File: config.mk
export PLATFORM = sky130hd
export DESIGN_NAME = mmio_port_responder
export DESIGN_NICKNAME = d
export VERILOG_FILES = /design/src/rtl/mmio_pkg.sv /design/src/rtl/mmio_timer.sv /design/src/rtl/mmio_port_responder.sv
export SDC_FILE = /design/constraint.sdc
export NUM_CORES = 1
export LEC_CHECK = 0
export BUFFER_PORTS_ARGS = -buffer_cell sky130_fd_sc_hd__buf_2
export CAP_MARGIN = 20
export CORE_MARGIN = 2
export CORE_UTILIZATION = 55
export CTS_CLUSTER_DIAMETER = 30
export CTS_CLUSTER_SIZE = 8
export DETAILED_ROUTE_END_ITERATION = 16
export PLACE_DENSITY = 0.9
export SLEW_MARGIN = 20
export SYNTH_ARGS = -nofsm -noshare
export SYNTH_HDL_FRONTEND = slang
export SYNTH_HIERARCHICAL = 1
export SYNTH_SLANG_ARGS = --single-unit
File: constraint.sdc
create_clock -name clk -period 2.84 [get_ports clk]
set_input_delay 0.142 -clock clk [delete_from_list [all_inputs] [get_ports clk]]
set_output_delay 0.142 -clock clk [all_outputs]
set_load 0.01 [all_outputs]
File: src/rtl/mmio_pkg.sv
// Shared definitions for the MMIO port responder: register offsets
// (word index inside the 32-byte window), timer control/status bit
// positions, the write-strobe bundle and the window-decode helper.
package mmio_pkg;

   // Word offsets, i.e. Address[4:2]
   localparam logic [2:0] OFF_PORT_OUT    = 3'd0;
   localparam logic [2:0] OFF_PORT_IN     = 3'd1;
   localparam logic [2:0] OFF_IN_EDGE     = 3'd2;
   localparam logic [2:0] OFF_TIMER_CTRL  = 3'd3;
   localparam logic [2:0] OFF_TIMER_LOAD  = 3'd4;
   localparam logic [2:0] OFF_TIMER_COUNT = 3'd5;
   localparam logic [2:0] OFF_TIMER_STAT  = 3'd6;
   localparam logic [2:0] OFF_EDGE_MASK   = 3'd7;

   // TIMER_CTRL / TIMER_STAT bit indices
   localparam int CTRL_EN   = 0;
   localparam int CTRL_AUTO = 1;
   localparam int CTRL_TIE  = 2;
   localparam int CTRL_W    = 3;
   localparam int STAT_EXP  = 0;

   // One-hot write strobes, already qualified by Hit & MemWrite
   typedef struct packed {
      logic port_out;
      logic in_edge;
      logic ctrl;
      logic load;
      logic stat;
      logic mask;
   } wr_strobe_t;

   // Window is 32 bytes, so only bits [31:5] take part in the match
   function automatic logic in_window(input logic [31:0] addr,
                                      input logic [31:0] base);
      return addr[31:5] == base[31:5];
   endfunction

endpackage

File: src/rtl/mmio_timer.sv
// Down-counting timer: LOAD/COUNT/CTRL/EXP state with one-shot and
// auto-reload expiry. Inputs are pre-decoded write strobes.
module mmio_timer
   import mmio_pkg::*;
(
   input  logic              clk,
   input  logic              reset,
   input  logic              ctrl_we,
   input  logic              load_we,
   input  logic              stat_we,
   input  logic [31:0]       wdata,
   output logic [CTRL_W-1:0] ctrl,
   output logic [31:0]       load,
   output logic [31:0]       count,
   output logic              exp
);

   logic en, auto_rl, fire;

   assign en      = ctrl[CTRL_EN];
   assign auto_rl = ctrl[CTRL_AUTO];
   // Expiry happens on the cycle the running counter sits at zero
   assign fire    = en && (count == 32'd0);

   // Reload value: software-only
   always_ff @(posedge clk or posedge reset) begin
      if (reset)        load <= '0;
      else if (load_we) load <= wdata;
   end

   // Counter: a LOAD write beats both decrement and auto-reload
   always_ff @(posedge clk or posedge reset) begin
      if (reset)          count <= '0;
      else if (load_we)   count <= wdata;
      else if (en) begin
         if (count != 32'd0) count <= count - 32'd1;
         else if (auto_rl)   count <= load;
      end
   end

   // Control: a software write beats the one-shot EN clear
   always_ff @(posedge clk or posedge reset) begin
      if (reset)                ctrl <= '0;
      else if (ctrl_we)         ctrl <= wdata[CTRL_W-1:0];
      else if (fire && !auto_rl) ctrl[CTRL_EN] <= 1'b0;
   end

   // Expired flag: hardware set beats a same-cycle W1C
   always_ff @(posedge clk or posedge reset) begin
      if (reset)                          exp <= 1'b0;
      else if (fire)                      exp <= 1'b1;
      else if (stat_we && wdata[STAT_EXP]) exp <= 1'b0;
   end

endmodule

File: src/rtl/mmio_port_responder.sv
// MMIO responder on the data-memory bus: PORT_OUT register, synchronized
// PORT_IN with rising-edge capture, and a timer with interrupt output.
// Reads are combinational; writes commit on the rising clk edge.
// Optional macro MMIO_EDGE_IRQ_EN adds the RW EDGE_MASK register at 0x1C
// and lets masked input edges raise IRQ.
module mmio_port_responder
   import mmio_pkg::*;
#(
   parameter logic [31:0] BASE_ADDR   = 32'hFFFF0000,
   parameter int          IN_WIDTH    = 8,
   parameter int          SYNC_STAGES = 2
) (
   input  logic                clk,
   input  logic                reset,
   input  logic [31:0]         Address,
   input  logic [31:0]         WriteData,
   input  logic                MemWrite,
   input  logic                MemRead,
   input  logic [IN_WIDTH-1:0] PortIn,
   output logic [31:0]         ReadData,
   output logic                Hit,
   output logic [31:0]         PortOut,
   output logic                IRQ
);

   logic [2:0]                              offset;
   wr_strobe_t                              wr;
   logic [SYNC_STAGES-1:0][IN_WIDTH-1:0]    sync_ff;
   logic [IN_WIDTH-1:0]                     in_sync, in_prev, in_rise, in_edge;
   logic [CTRL_W-1:0]                       t_ctrl;
   logic [31:0]                             t_load, t_count;
   logic                                    t_exp, edge_irq;
   logic [31:0]                             mask_rd, rd_val;
   logic                                    unused;

   assign Hit    = in_window(Address, BASE_ADDR);
   assign offset = Address[4:2];

   // Decode one write strobe per register; nothing fires outside the window
   always_comb begin
      wr = '0;
      if (Hit && MemWrite) begin
         case (offset)
            OFF_PORT_OUT:   wr.port_out = 1'b1;
            OFF_IN_EDGE:    wr.in_edge  = 1'b1;
            OFF_TIMER_CTRL: wr.ctrl     = 1'b1;
            OFF_TIMER_LOAD: wr.load     = 1'b1;
            OFF_TIMER_STAT: wr.stat     = 1'b1;
            OFF_EDGE_MASK:  wr.mask     = 1'b1;
            default: ;
         endcase
      end
   end

   // Output port register
   always_ff @(posedge clk or posedge reset) begin
      if (reset)            PortOut <= '0;
      else if (wr.port_out) PortOut <= WriteData;
   end

   // Input synchronizer chain; stage SYNC_STAGES-1 is the usable value
   always_ff @(posedge clk or posedge reset) begin
      if (reset) sync_ff <= '0;
      else       sync_ff <= {sync_ff[SYNC_STAGES-2:0], PortIn};
   end

   assign in_sync = sync_ff[SYNC_STAGES-1];
   assign in_rise = in_sync & ~in_prev;

   // One-cycle delayed copy used for rising-edge detection
   always_ff @(posedge clk or posedge reset) begin
      if (reset) in_prev <= '0;
      else       in_prev <= in_sync;
   end

   // Sticky edge capture, W1C; a new rise on the same bit wins over the clear
   always_ff @(posedge clk or posedge reset) begin
      if (reset) in_edge <= '0;
      else       in_edge <= in_rise |
                            (in_edge & ~(wr.in_edge ? WriteData[IN_WIDTH-1:0] : '0));
   end

`ifdef MMIO_EDGE_IRQ_EN
   logic [IN_WIDTH-1:0] edge_mask;

   // Per-bit enable of input edges onto IRQ
   always_ff @(posedge clk or posedge reset) begin
      if (reset)        edge_mask <= '0;
      else if (wr.mask) edge_mask <= WriteData[IN_WIDTH-1:0];
   end

   assign edge_irq = |(in_edge & edge_mask);
   assign mask_rd  = 32'(edge_mask);
   assign unused   = ^Address[1:0];
`else
   assign edge_irq = 1'b0;
   assign mask_rd  = '0;
   assign unused   = ^{Address[1:0], wr.mask};
`endif

   mmio_timer u_timer (
      .clk     (clk),
      .reset   (reset),
      .ctrl_we (wr.ctrl),
      .load_we (wr.load),
      .stat_we (wr.stat),
      .wdata   (WriteData),
      .ctrl    (t_ctrl),
      .load    (t_load),
      .count   (t_count),
      .exp     (t_exp)
   );

   // Interrupt is registered from the current flag state
   always_ff @(posedge clk or posedge reset) begin
      if (reset) IRQ <= 1'b0;
      else       IRQ <= (t_exp & t_ctrl[CTRL_TIE]) | edge_irq;
   end

   // Combinational read mux; gated to zero unless a mapped read is active
   always_comb begin
      rd_val = '0;
      case (offset)
         OFF_PORT_OUT:    rd_val = PortOut;
         OFF_PORT_IN:     rd_val = 32'(in_sync);
         OFF_IN_EDGE:     rd_val = 32'(in_edge);
         OFF_TIMER_CTRL:  rd_val = 32'(t_ctrl);
         OFF_TIMER_LOAD:  rd_val = t_load;
         OFF_TIMER_COUNT: rd_val = t_count;
         OFF_TIMER_STAT:  rd_val = 32'(t_exp);
         OFF_EDGE_MASK:   rd_val = mask_rd;
         default:         rd_val = '0;
      endcase
      ReadData = (Hit && MemRead) ? rd_val : 32'd0;
   end

endmodule

## Yosys cells after proc, flatten, opt, wreduce, memory -nomap -nowiden

Index checks and enable logic that the tools add are counted.

| operators by class | value |
|---|---|
| add/subtract/negate cells | 1 |
| multipliers | 0 |
| div/mod/pow operators | 0 |
| magnitude comparators | 0 |
| eq/ne operators | 8 |
| shift operators | 0 |
| multiplexer cells | 18 |
| bitwise operators | 6 |
| reductions and logical operators | 14 |

Operator list:

| operator | count |
|---|---|
| $pmux 32 s8 | 1 |
| $mux 32 | 5 |
| $logic_not 32->1 | 1 |
| $reduce_bool 32->1 | 1 |
| $sub 32x1->32 const B | 1 |
| $eq 27x27->1 const B | 1 |
| $and 8x8->8 | 2 |
| $not 8->8 | 2 |
| $eq 3x3->1 const B | 4 |
| $mux 1 | 10 |
| $mux 8 | 1 |
| $or 8x8->8 | 1 |
| $eq 3x2->1 const B | 2 |
| $mux 6 | 1 |
| $reduce_bool 2->1 | 3 |
| $logic_and 1x1->1 | 5 |
| $eq 3x1->1 const B | 1 |
| $logic_not 3->1 | 1 |
| $reduce_bool 3->1 | 1 |
| $reduce_and 2->1 | 1 |
| $and 1x1->1 | 1 |
| $logic_not 1->1 | 1 |

| storage, ports and cells | value |
|---|---|
| register bits after elaboration | 133 |
| latch bits | 0 |
| bits in writable memories | 0 |
| memory bits (read-only) | 0 |
| input port bits | 76 |
| output and inout port bits | 66 |
| word-level logic and storage cells | 58 |
| memories kept | 0 |

## Depth between registers and ports, before layout

Gate-level depths: netlist of the first run.

| logic depth | value |
|---|---|
| word-level depth | 7 |
| depth in mapped cells | 11 |
| gate-level depth less buffers | 8 |

## Modules after synthesis

The synthesis of the first run kept the hierarchy.

By module, submodules not included:

| module | times used | cells each | area each (sq um) | sequential area each (sq um) |
|---|---|---|---|---|
| mmio_timer | 1 | 419 | 3876.2 | 1701.6 |
| mmio_port_responder | 1 | 340 | 3415.8 | 1626.6 |

## Worst setup path after synthesis of the first run

Ideal clock, no wire load.

| timing | value |
|---|---|
| kind | input -> register |
| start point | in Address[6] |
| end point | reg u_timer.load[10] |
| library setup time | 0.125 ns |
| arrival time | 2.648 ns |
| slack | 0.067 ns |
| cell stages on the path | 8 |
| buffers on the path | 3 |
| cells stage by stage | or4_4 -> nor4_4 -> nand3_1 -> nor4_1 -> clkbuf_1 -> clkbuf_1 -> buf_1 -> mux2_2 |

RTL lines:

| element | line | source |
|---|---|---|
| start: declaration | mmio_port_responder.sv:15 | `input logic [31:0] Address,` |
| end signal: assignment | mmio_timer.sv:28 | `else if (load_we) load <= wdata;` |
| end: declaration | mmio_timer.sv:13 | `output logic [31:0] load,` |

## Worst setup path in the final report of the first run

| timing | value |
|---|---|
| start point | reg u_timer.count[24] |
| end point | reg u_timer.count[29] |

| between the ends | value |
|---|---|
| longest elaborated chain between the ends | 4 |

RTL lines:

| element | line | source |
|---|---|---|
| start: declaration | mmio_timer.sv:14 | `output logic [31:0] count,` |
| start signal: assignment | mmio_timer.sv:34 | `else if (load_we) count <= wdata;` |
| start signal: assignment | mmio_timer.sv:36 | `if (count != 32'd0) count <= count - 32'd1;` |
| start signal: assignment | mmio_timer.sv:37 | `else if (auto_rl) count <= load;` |
| $sub 32x1->32 / $reduce_bool 32->1 (equally long branches) | mmio_timer.sv:36 |  |
| $mux 32 | mmio_timer.sv:36 |  |
| $mux 32 | mmio_timer.sv:35 | `else if (en) begin` |
| $mux 32 | mmio_timer.sv:34 |  |

Several ways; a longest one is shown, not always the timed one. The select of a mux whose other input is x is not followed.
A chain may end at the register's enable or synchronous reset.

==> metrics, run 1 <==
dominant cell type by area after synthesis=dfrtp_1; status=finished clean; clk sink count=133; first-pass GRT wire length=34200 µm; GR peak layer=met2; Pre-antenna DRT Iters=5; initial DRC count=650; Via Count=6814; Clk pin slew, worst setup/hold paths=0.06 ns; nets@finish=1016; Area Growth Syn to Fin=27.0%; dominant synthesized flop cell=dfrtp_1; endpoints failing setup=0; Synth area leaders=dfrtp_1, mux2_1, mux2i_1; count leader, synth=dfrtp_1; setup ws final=0.229 ns; post-synthesis sequential area ratio=0.456; GRT overflow=0; EDFF count, synth=0; Fin. Hold Viols=0; antenna violations before repair=0; final antenna-violating net count=0; startpoint types=flop; Antenna Cells=0; # rows=42; Crit Path Category=flop to flop; clock tree from TritonCTS=done; total power=4.24 mW; Routed WL=20500 µm; Starting Density=0.557; Vias/cell=6.05; pre-CTS setup slack=0.0281 ns; Yosys warnings=6; routed len/inst=18.2 µm; clock buffer depth=2; pin count of the biggest net entering global routing=54; core box area=0.0131 mm²; root buf cell=clkbuf_16; routability cong.=0.936; max_slew headroom=0.473; cts hold-fix bufs=39; die height=119 µm; Post-Place Cells=1056; Fmax=383 MHz; library cells used by synthesis=67; met1 GRT Util=0.397; Max Transition Viols Final=0; cts repair resizes=0; Die W=119 µm; WP data arrival=2.92 ns; crit end category=flop; DR DRC count=0; min Tclk post-route=2.61 ns; most instantiated cells after synthesis=dfrtp_1, nor2_1, nand2_1, a21oi_1, inv_1; Slew @ Worst Pin=0.789 ns; worst min-delay path class=input port to flop; max-cap violations=0; GR Layer Usage met3=0.0556; GR Util met2=0.486; syn_nets=837; Gate Count Post-Synth=759; synthesized cell area=0.00729 mm²; post-route setup TNS=0 ns; post-route insts no fill=1127; maximum vdd ir drop=0.000389 V; Critical Path RT=3.15 ns; RSZ-0062 raised after global routing=no; DP HPWL=13700 µm; Avg Cell Area, Syn=9.61 µm²; vias in the first global route=6866; asr flop ratio synth=1.00; IO Pins=142; flop and latch count out of synthesis=133; htree depth=4; total setup buffers inserted after CTS=0; layout cells sized above 1=0.268; leakage power=4.67 nW; Clock Skew=0.00535 ns; Inserted Clock Buffers=17; Power per Cell Area=458 mW/mm²; total die area=0.0142 mm²; Skew-Pair Late Insertion Delay=0.43 ns; Synth top area share=0.456; gr usage total=0.300; Port Buf Inserts=139; CP Max Fanout=12; Tcrit/Tclk final=0.919
## final timing paths
kind | start | slack [ns] | to | depth (start not counted)
max | u_timer/count[24] | 0.23 | u_timer/count[29] | 5
max reg2reg | u_timer/count[24] | 0.23 | u_timer/count[29] | 5
min reg2reg | sync_ff[1] | 0.35 | in_sync[1] | 0
min in group asynchronous | reset | 0.30 | PortOut[8] | 3
min | WriteData[1] | 0.006 | u_timer/count[1] | 3
max in group asynchronous | reset | 1.76 | u_timer/load[19] | 4
## registers in the layout (all words and copies together), names as in the netlist
register and count:
u_timer/exp 1, sync_ff 8, in_sync 8, u_timer/ctrl 3, IRQ 1, u_timer/load 32, in_prev 8, PortOut 32
in_edge 8, u_timer/count 32
## placed cells by master (no fill, tap or decap), drive strengths merged, types with 15 or more instances in the layout
cell,n
buf,177
nor4,16
nor2b,15
nand3,16
inv,45
nand2,54
a21oi,46
mux2i,32
clkbuf,18
mux2,52
nor2,76
o21ai,35
dlygate4sd3,39
dfrtp,133
## critical path, cell delays in order, from the launching register on
cell and delay (ns):
dfrtp_1 0.45, or4_4 0.60, or3_4 0.49, or4_4 0.55, o221a_1 0.24, o22a_1 0.17
## through the flow
step	hold slack (ns)	cell area [µm²]	util
after floorplan	0.173	7290	-
after global placement	0.182	8320	0.636
after detailed placement	0.203	8320	0.636
after CTS	0.00273	9260	0.708
after global routing	0.0130	9260	0.708
final	0.00595	9260	0.708
## cell families after synthesis
family          synth area share
compound gates             0.171
xor+xnor                  0.0132
fa+ha+maj                0.00343
buf+inv                   0.0546
flops                      0.456
mux                        0.124
simple gates               0.177
## report_power, final
part | leakage, nW | switching (mW) | internal [mW]
logic | 2.77 | 0.142 | 0.116
clock network | 0.267 | 0.848 | 1.21
registers | 1.63 | 0.00715 | 1.91
total | 4.67 | 0.998 | 3.24
## layout make-up
type,instances,area [µm²]
Clock buffer,18,439
Clock inverter,14,113
Fill cell,924,3820
Inverter,45,169
Multi-Input combinational cell,525,3580
Sequential cell,133,3330
Tap cell,176,220
Timing Repair Buffer,216,1410
## routing by layer
layer  up-vias  wire length (µm)
li1       3121                 -
met1      3312              8470
met2       338              9990
met3        43              1530
met4         0               463
met5         -                 0
No activity file was read; power rests on OpenSTA's default activity.
==> run 2, diff against run 1 <==
Settings changed: BUFFER_PORTS_ARGS -buffer_cell sky130_fd_sc_hd__buf_2 to unset, CORE_UTILIZATION 55 to 34, DONT_BUFFER_PORTS set to 1, PLACE_DENSITY 0.9 to 0.58.
==> metrics, run 2 (synthesized netlist as in run 1, its figures left out) <==
CP peak stage delay=0.72 ns (was 0.60 ns); Power per Cell Area=482 mW/mm² (was 458 mW/mm²); Clk pin slew, worst setup/hold paths=0.06 ns (about the same); total setup buffers inserted after CTS=0 (unchanged); Fmax=371 MHz (was 383 MHz); crit end category=flop (unchanged); RSZ-0062 raised after global routing=no (unchanged); Pre-antenna DRT Iters=4 (was 5); layout cells sized above 1=0.164 (was 0.268); crit-path cells=or4_4 > or3_4 > o41ai_2 > nand2_1 > a32o_1 (was or4_4 > or3_4 > or4_4 > o221a_1 > o22a_1); routed len/inst=18.7 µm (was 18.2 µm); Die W=150 µm (was 119 µm); Slew @ Worst Pin=0.766 ns (was 0.789 ns); antenna violations before repair=0 (unchanged); leakage power=4.15 nW (was 4.67 nW); clk sink count=133 (unchanged); initial DRC count=393 (was 650); CP Max Fanout=12 (unchanged); routability cong.=0.872 (was 0.936); Clock Skew=0.00581 ns (was 0.00535 ns); max-cap violations=0 (unchanged); Antenna Cells=0 (unchanged); post-route setup TNS=0 ns (unchanged); Fin. Hold Viols=0 (unchanged); final antenna-violating net count=0 (unchanged); Crit Path Category=flop to flop (unchanged); status=finished clean (unchanged); first-pass GRT wire length=33700 µm (was 34200 µm); Area Growth Syn to Fin=22.5% (was 27.0%); DP HPWL=14600 µm (was 13700 µm); htree depth=4 (unchanged); Skew-Pair Late Insertion Delay=0.42 ns (was 0.43 ns); Starting Density=0.347 (was 0.557); gr usage total=0.190 (was 0.300); Hold Slack=0.0178 ns (was 0.00595 ns); max_slew headroom=0.484 (was 0.473); Max Transition Viols Final=0 (unchanged); total die area=0.0226 mm² (was 0.0142 mm²); Inserted Clock Buffers=17 (unchanged); endpoints failing setup=0 (unchanged); clock tree from TritonCTS=done (unchanged); Port Buf Inserts=0 (was 139); Tcrit/Tclk final=0.950 (was 0.919); startpoint types=flop (unchanged); # rows=53 (was 42); maximum vdd ir drop=0.000401 V (was 0.000389 V); DR DRC count=0 (unchanged); Via Count=6096 (was 6814); worst min-delay path class=input port to flop (unchanged); Critical Path RT=3.15 ns (about the same); min Tclk post-route=2.70 ns (was 2.61 ns); Vias/cell=5.49 (was 6.05); core box area=0.0210 mm² (was 0.0131 mm²); WP data arrival=3.01 ns (was 2.92 ns); IO Pins=142 (unchanged); GRT overflow=0 (unchanged); die height=150 µm (was 119 µm); commonest cells after routing, fill and taps aside=dfrtp_1, nor2_1, buf_4 (was buf_2, dfrtp_1, nor2_1); cts repair resizes=0 (unchanged); Largest regs=PortOut: 32 flops, u_timer/count: 32 flops, u_timer/load: 32 flops (unchanged); clock buffer depth=2 (unchanged); pin count of the biggest net entering global routing=55 (was 54); total power=4.31 mW (was 4.24 mW); most common cell after layout, fill and taps aside=dfrtp_1 (was buf_2); cts hold-fix bufs=41 (was 39); slowest CP cell=o41ai_2 (was or4_4); Routed WL=20700 µm (was 20500 µm); vias in the first global route=6343 (was 6866); root buf cell=clkbuf_16 (unchanged); nets@finish=901 (was 1016); Final Core Density=0.425 (was 0.708)
run 2: changes by cell type in the layout (fill, tap and decap cells not counted):
cell	before	now
buf_4	35	56
clkbuf_8	1	3
inv_6	0	1
buf_2	139	0
buf_12	3	4
bufinv_16	1	2
dlygate4sd3_1	39	41
clkinv_2	7	2
run 2: worst paths after layout:
path / start / to / slack, ns / cells after the start
worst max-delay path: u_timer/count[24] / u_timer/count[20] / 0.14 / 5
worst min-delay path: WriteData[25] / u_timer/load[25] / 0.02 / 2
worst max register to register: u_timer/count[24] / u_timer/count[20] / 0.14 / 5
worst min register to register: sync_ff[7] / in_sync[7] / 0.35 / 0
max in group asynchronous: reset / u_timer/count[18] / 1.81 / 3
min in group asynchronous: reset / sync_ff[6] / 0.30 / 2
run 2: area by class of cell:
type	instances	area [µm²]
inverters	45	169
fillers	2045	12100
flip-flops and latches	133	3330
repair buffers	101	911
multi-input cells	525	3580
clock buffers	20	467
well taps	275	344
clock inverters	11	126
run 2: per-layer routing:
layer,track usage,wire [µm],vias up
met3,0.0458,1240,20
li1,-,-,2879
met1,0.253,9580,3013
met2,0.305,9640,184
met4,0.0627,277,0
met5,0,0,-
run 2: power breakdown:
part / leakage, nW / internal [mW] / switching (mW)
Clock: 0.281 / 1.36 / 0.854
Combinational: 2.24 / 0.0816 / 0.0946
Sequential: 1.63 / 1.91 / 0.00726
Total: 4.15 / 3.35 / 0.956
run 2: critical path: cells and delay by family (launching register included):
family / cells / cell delay, ns
compound gates: 2 / 0.96
flops: 1 / 0.44
simple gates: 3 / 1.18
run 2: metrics by stage:
| stage | instance area, µm² | instances | setup WS [ns] |
|---|---|---|---|
| final | 8930 | 1110 | 0.142 |
| after global routing | 8930 | 1110 | 0.0703 |
| after CTS | 8930 | 1110 | 0.134 |
| after detailed placement | 7930 | 1038 | 0.105 |
| after global placement | 7930 | 1038 | 0.126 |
| after floorplan | 7290 | 759 | 0.0675 |
